File: src/rtl/clk_div_multi.sv
// Multi-channel programmable clock divider.
// Each channel divides clk_in by a runtime ratio N held in an active register.
// New ratios are written to a shadow register and promoted to active only at a
// period boundary (wrap), at a sync pulse, or immediately while the channel is
// stopped, so a running output never sees a truncated or stretched phase.
module clk_div_multi #(
    parameter int NUM_CH      = 2,
    parameter int CNT_W       = 16,
    parameter int DEFAULT_DIV = 1000,
    localparam int CH_AW      = (NUM_CH > 1) ? $clog2(NUM_CH) : 1
) (
    input  logic              clk_in,
    input  logic              reset,
    input  logic              cfg_wr,
    input  logic [CH_AW-1:0]  cfg_ch,
    input  logic [CNT_W-1:0]  cfg_div,
    input  logic [NUM_CH-1:0] ch_en,
    input  logic              sync,
    output logic [NUM_CH-1:0] clk_out,
    output logic [NUM_CH-1:0] tick,
    output logic [NUM_CH-1:0] cfg_pending
);

    localparam logic [CNT_W-1:0] DEF_DIV = CNT_W'(DEFAULT_DIV);
    localparam logic [CNT_W-1:0] ONE     = CNT_W'(1);
    localparam logic [CNT_W-1:0] TWO     = CNT_W'(2);

    // Per-channel state
    logic [CNT_W-1:0]  r_cnt [NUM_CH];
    logic [CNT_W-1:0]  r_act [NUM_CH];
    logic [CNT_W-1:0]  r_shd [NUM_CH];
    logic [NUM_CH-1:0] r_pending;
    logic [NUM_CH-1:0] r_clk_out;
    logic [NUM_CH-1:0] r_tick;

    // Per-channel decode
    logic [NUM_CH-1:0] w_running;  // enabled and ratio usable (N >= 2)
    logic [NUM_CH-1:0] w_wrap;     // last cycle of the current period
    logic [NUM_CH-1:0] w_wr_hit;   // config write addressed to this channel
    logic [NUM_CH-1:0] w_apply;    // shadow ratio promoted to active this cycle
    logic [NUM_CH-1:0] w_hi;       // counter in the high half of the period

    // Decode run state, period boundary and shadow promotion for every channel
    always_comb begin
        // NOTE: every combinational output gets a default before any branch so
        // no path leaves it unassigned, which would infer a latch.
        w_running = '0;
        w_wrap    = '0;
        w_wr_hit  = '0;
        w_apply   = '0;
        w_hi      = '0;
        for (int i = 0; i < NUM_CH; i++) begin
            w_running[i] = ch_en[i] && (r_act[i] >= TWO);
            w_wrap[i]    = w_running[i] && (r_cnt[i] == r_act[i] - ONE);
            // Channel numbers >= NUM_CH match no channel, so such writes vanish.
            w_wr_hit[i]  = cfg_wr && (int'(cfg_ch) == i);
            // A boundary is a wrap, a sync, or any cycle the channel is stopped.
            w_apply[i]   = r_pending[i] && (sync || w_wrap[i] || !w_running[i]);
            w_hi[i]      = r_cnt[i] < (r_act[i] >> 1);
        end
    end

    // Counters, ratio registers and registered outputs
    always_ff @(posedge clk_in) begin
        // NOTE: state is updated with non-blocking assignments so every
        // channel sees the pre-edge values regardless of statement order.
        if (reset) begin
            for (int i = 0; i < NUM_CH; i++) begin
                r_cnt[i] <= '0;
                r_act[i] <= DEF_DIV;
                r_shd[i] <= DEF_DIV;
            end
            r_pending <= '0;
            r_clk_out <= '0;
            r_tick    <= '0;
        end else begin
            for (int i = 0; i < NUM_CH; i++) begin
                // Counter restarts on sync, on wrap, and is parked while stopped.
                if (sync || w_wrap[i] || !w_running[i]) begin
                    r_cnt[i] <= '0;
                end else begin
                    r_cnt[i] <= r_cnt[i] + ONE;
                end

                // sync wins over a coincident wrap, so the tick is dropped.
                r_tick[i]    <= w_wrap[i] && !sync;
                r_clk_out[i] <= w_running[i] && w_hi[i];

                // Promotion uses the shadow value from before this edge, so a
                // simultaneous write lands in the shadow and stays pending.
                if (w_apply[i]) begin
                    r_act[i] <= r_shd[i];
                end

                if (w_wr_hit[i]) begin
                    r_shd[i]     <= cfg_div;
                    r_pending[i] <= 1'b1;
                end else if (w_apply[i]) begin
                    r_pending[i] <= 1'b0;
                end
            end
        end
    end

    assign clk_out     = r_clk_out;
    assign tick        = r_tick;
    assign cfg_pending = r_pending;

endmodule

File: config.mk
export PLATFORM = sky130hd
export DESIGN_NAME = clk_div_multi
export DESIGN_NICKNAME = d
export VERILOG_FILES = /design/src/rtl/clk_div_multi.sv
export SDC_FILE = /design/constraint.sdc
export NUM_CORES = 1
export LEC_CHECK = 0
export ABC_AREA = 1
export ABC_CLOCK_PERIOD_IN_PS = 6240
export CAP_MARGIN = 20
export CORE_MARGIN = 10
export CORE_UTILIZATION = 46
export DETAILED_ROUTE_END_ITERATION = 16
export PLACE_DENSITY = 0.72
export RECOVER_POWER = 50
export REMOVE_ABC_BUFFERS = 1
export SLEW_MARGIN = 20
export SYNTH_ARGS = -nofsm -noshare
export SYNTH_HDL_FRONTEND = slang
export SYNTH_SLANG_ARGS = --single-unit
File: constraint.sdc
create_clock -name clk_in -period 6.24 [get_ports clk_in]
set_input_delay 0.936 -clock clk_in [delete_from_list [all_inputs] [get_ports clk_in]]
set_output_delay 0.936 -clock clk_in [all_outputs]
set_load 0.03 [all_outputs]
==> impl_metrics.toml <==
[drt]
dr.pass1.iters = 5
wire_per_inst_um = 12.8
wl_um = 12700
drcViolationCount = 0
vias = 4716
ant_nets = 0
first_iter_violations = 266
vias_per_cell = 4.74

[critical_path]
regToRegStartpoint = "r_act[0][0]$_SDFFCE_PN0P_"
r2r_cells = 13
cp_num_buf_inv = 1
crit_cells = 13
r2r_setup_slack_ns = 2.40
critPathLaunch = "r_act[0][0]$_SDFFCE_PN0P_"
endpoint_kind = "flop"
crit_type = "flop to flop"
crit_required_ns = 6.34
cp-endpoint = "r_act[0][9]$_SDFFCE_PN1P_"
critPathMaxFanout = 21
setup.worst_path.start_class = "flop"
path_cells = "inv_1 > ha_1 > nand3_1 > nor2_1 > nand3b_1 > nand2_1 > nand2_1 > nor2_1 > nand3_1 > nand3_2 > nand3_1 > nand2_2 > nand2_1"
critPathSlowestCell = "nand3_1"
r2r_end = "r_act[0][9]$_SDFFCE_PN1P_"
slowest_delay_ns = 0.88
critical_path_arrival_ns = 3.93
crit_family = "simple AND/OR/NAND/NOR gates"

[sta]
finalHoldViolations = 0
fmax_mhz = 261
maxSlewHeadroom = 0.124
timing.hold.ws_ns = 0.503
final-setup-viol-count = 0
tns_ns = 0
min_period_ns = 3.84
timing.final.ws_setup_ns = 2.40
fin_skew_ns = 0.00772
worst_slew_pin_slew_ns = 1.31
fin_crit_sh = 0.615
rsz0062_at_grt = "no"
slew_violations = 0

[logic_synthesis]
syn_inst = 748
synth_top_area_frac = 0.442
yosysSeqAreaShare = 0.460
avgSynthCellArea_um2 = 8.72
ys_types = 43
ys_seq_elements = 102
synth.top_cells.by_area = "edfxtp_1 44%, nand2_1 8.6%, inv_1 7.6%"
synth_top_area_cell = "edfxtp_1"
netlist_area_um2 = 6530
yosys_warnings = 0

[placement]
place_area_um2 = 7070
port_buffers = 28
dp_slack_ns = 3.00
place.gp.congestion = 0.883
hpwl_um = 10000

[hold_path]
worstHoldPathType = "flop to flop"

[clock_tree]
hold_buffers = 0
cts.repair.resized = 0
clockRootBuffer = "clkbuf_16"
htreeDepth = 3
cts_sinks = 102
cts_tree = "yes"
post_cts_buffers = 0
numCtsBuffers = 9
clk-insertion-delay-late_ns = 0.36
clkTransAtPathRegs_ns = 0.07
cts_buffer_depth = 2

[power_and_ir_drop]
p_per_area_nw_per_um2 = 215
p_int_uw = 1140
irDropWorstVdd_uv = 204
power.leakage_uw = 0.00322
p_clk_frac = 0.357
p_comb_frac = 0.115
power.share.switching = 0.270
p_switching_uw = 423
power_frac_seq = 0.527

[global_routing]
grt_max_degree = 23
grt_overflow_total = 0
grt_pass1_vias = 4338
antenna_found_initial = 0
grt_pass1_wl_um = 21000
grt_util_all_layers = 0.133

[run_status]
status = "complete, no violations"

[layout]
final_area_um2 = 7300
fin_util = 0.526
insertedDiodeCount = 0
areaGrowthSynthToFinish_pct = 11.8
drive_above_1_share = 0.0946
finalNetCount = 866

[floorplan]
rows = 43
ioPinCount = 29
design.core.area_um2 = 13900
fp.dieH_um = 139
die-width_um = 139
dieArea_um2 = 19400
initial_core_util = 0.470

[run]
drv_cap = 0
-- cell type report --
| cell class | count | area (um2) |
|---|---|---|
| timing repair buffer | 28 | 280 |
| clock buffer | 9 | 225 |
| inverter | 138 | 518 |
| sequential | 102 | 3000 |
| tap | 180 | 225 |
| multi-input combinational | 530 | 2990 |
| clock inverter | 7 | 61.3 |
| fill | 1303 | 6580 |
-- how the worst min path moves through the flow --
| stage | startpoint | to | cells after the start |
|---|---|---|---|
| 2_1_floorplan | r_shd[0][19]$_DFFE_PP_ | r_act[0][19]$_SDFFCE_PN1P_ | 2 |
| 3_3_place_gp | r_shd[0][3]$_DFFE_PP_ | r_act[0][3]$_SDFFCE_PN1P_ | 2 |
| 3_5_place_dp | r_shd[0][22]$_DFFE_PP_ | r_act[0][22]$_SDFFCE_PN1P_ | 2 |
| 4_1_cts | r_shd[0][22]$_DFFE_PP_ | r_act[0][22]$_SDFFCE_PN1P_ | 2 |
| 5_1_grt | r_shd[0][5]$_DFFE_PP_ | r_act[0][5]$_SDFFCE_PN1P_ | 2 |
| 6_report | r_shd[0][22]$_DFFE_PP_ | r_act[0][22]$_SDFFCE_PN1P_ | 2 |
-- layout by cell type (no fill, tap or decap), types with 3 or more instances in the layout --
cell             netlist  routed
edfxtp_1              96      96
xnor2_1               23      23
conb_1                 1      32
and3_1                 4       4
nor2_2                20      19
o211ai_1               4       4
o21ai_0                9      10
a21oi_1               16      16
dfxtp_1                6       6
nand2_1              149     150
nand3_1               43      46
nand2_2                4       4
clkdlybuf4s50_1        0      21
dlygate4sd3_1          0       7
clkbuf_16              0       9
nand3b_1               5       5
nand4_1                8       9
o21ai_1                4       3
xor2_1                26      26
nor2_4                 5       4
clkinv_1               1       3
a21oi_2               20      20
ha_1                  34      34
or2_2                  7       7
nor2_1                83      85
inv_1                133     134
nor3_1                12      12
inv_6                  0       3
-- power by group through the flow --
stage	clock, uW	combinational [uW]	sequential [uW]
4_1_cts	564	184	826
6_report	560	180	826
3_3_place_gp	0	179	841
5_1_grt	594	208	832
2_1_floorplan	0	133	834
3_5_place_dp	0	182	842
-- cells by family after synthesis --
| logic type | count (synthesis) | synth area share |
|---|---|---|
| and+or+nand+nor | 355 | 0.255 |
| buffers and inverters | 147 | 0.0918 |
| DFF | 102 | 0.460 |
| AOI/OAI and AO/OA | 60 | 0.0612 |
| xor gates and xnor gates | 49 | 0.0658 |
| adders and majority gates | 34 | 0.0652 |
| other | 1 | 0.000575 |
-- routing by layer --
metal | share of wire | routed length (um) | vias to the layer above | GRT usage
li1 | - | - | 2497 | -
met1 | 0.50 | 6330 | 2120 | 0.179
met2 | 0.44 | 5590 | 86 | 0.206
met5 | 0 | 0 | - | 0
met3 | 0.046 | 588 | 13 | 0.0284
met4 | 0.014 | 181 | 0 | 0.0434
-- registers in the layout (all words and copies together) (netlist names) --
register and cells:
r_shd 32, r_act 32, r_cnt 32, tick 2
cfg_pending 2, clk_out 2
-- Yosys cell counts --
master	count
a211oi_1	1
a21oi_1	16
a21oi_2	20
a31oi_1	2
and2_1	1
and3_1	4
buf_2	1
buf_6	6
clkbuf_1	1
clkbuf_2	1
clkinv_1	1
conb_1	1
dfxtp_1	6
edfxtp_1	96
ha_1	34
inv_1	133
inv_2	4
nand2_1	149
nand2_2	4
nand2_4	3
nand3_1	43
nand3_2	3
nand3_4	2
nand3b_1	5
nand4_1	8
nand4_2	1
nor2_1	83
nor2_2	20
nor2_4	5
nor3_1	12
nor3_2	2
nor3b_1	1
nor4_1	2
o211ai_1	4
o21a_1	1
o21ai_0	9
o21ai_1	4
o21bai_1	1
o22ai_1	1
o31ai_1	1
or2_2	7
xnor2_1	23
xor2_1	26
-- worst reg2reg max path, cell delays in order, from the launching register on --
cell and delay, ns:
edfxtp_1 0.41, inv_1 0.14, ha_1 0.20, nand3_1 0.18, nor2_1 0.42, nand3b_1 0.13
nand2_1 0.11, nand2_1 0.07, nor2_1 0.08, nand3_1 0.14, nand3_2 0.10, nand3_1 0.88
nand2_2 0.63, nand2_1 0.11
-- metrics by stage --
stage                     power, uW  instances
final                          1570        994
after global placement         1020        978
after floorplan                 967        770
after detailed placement       1020        978
after CTS                      1570        994
after global routing           1630        994
Power figures use the tool's default switching activity.
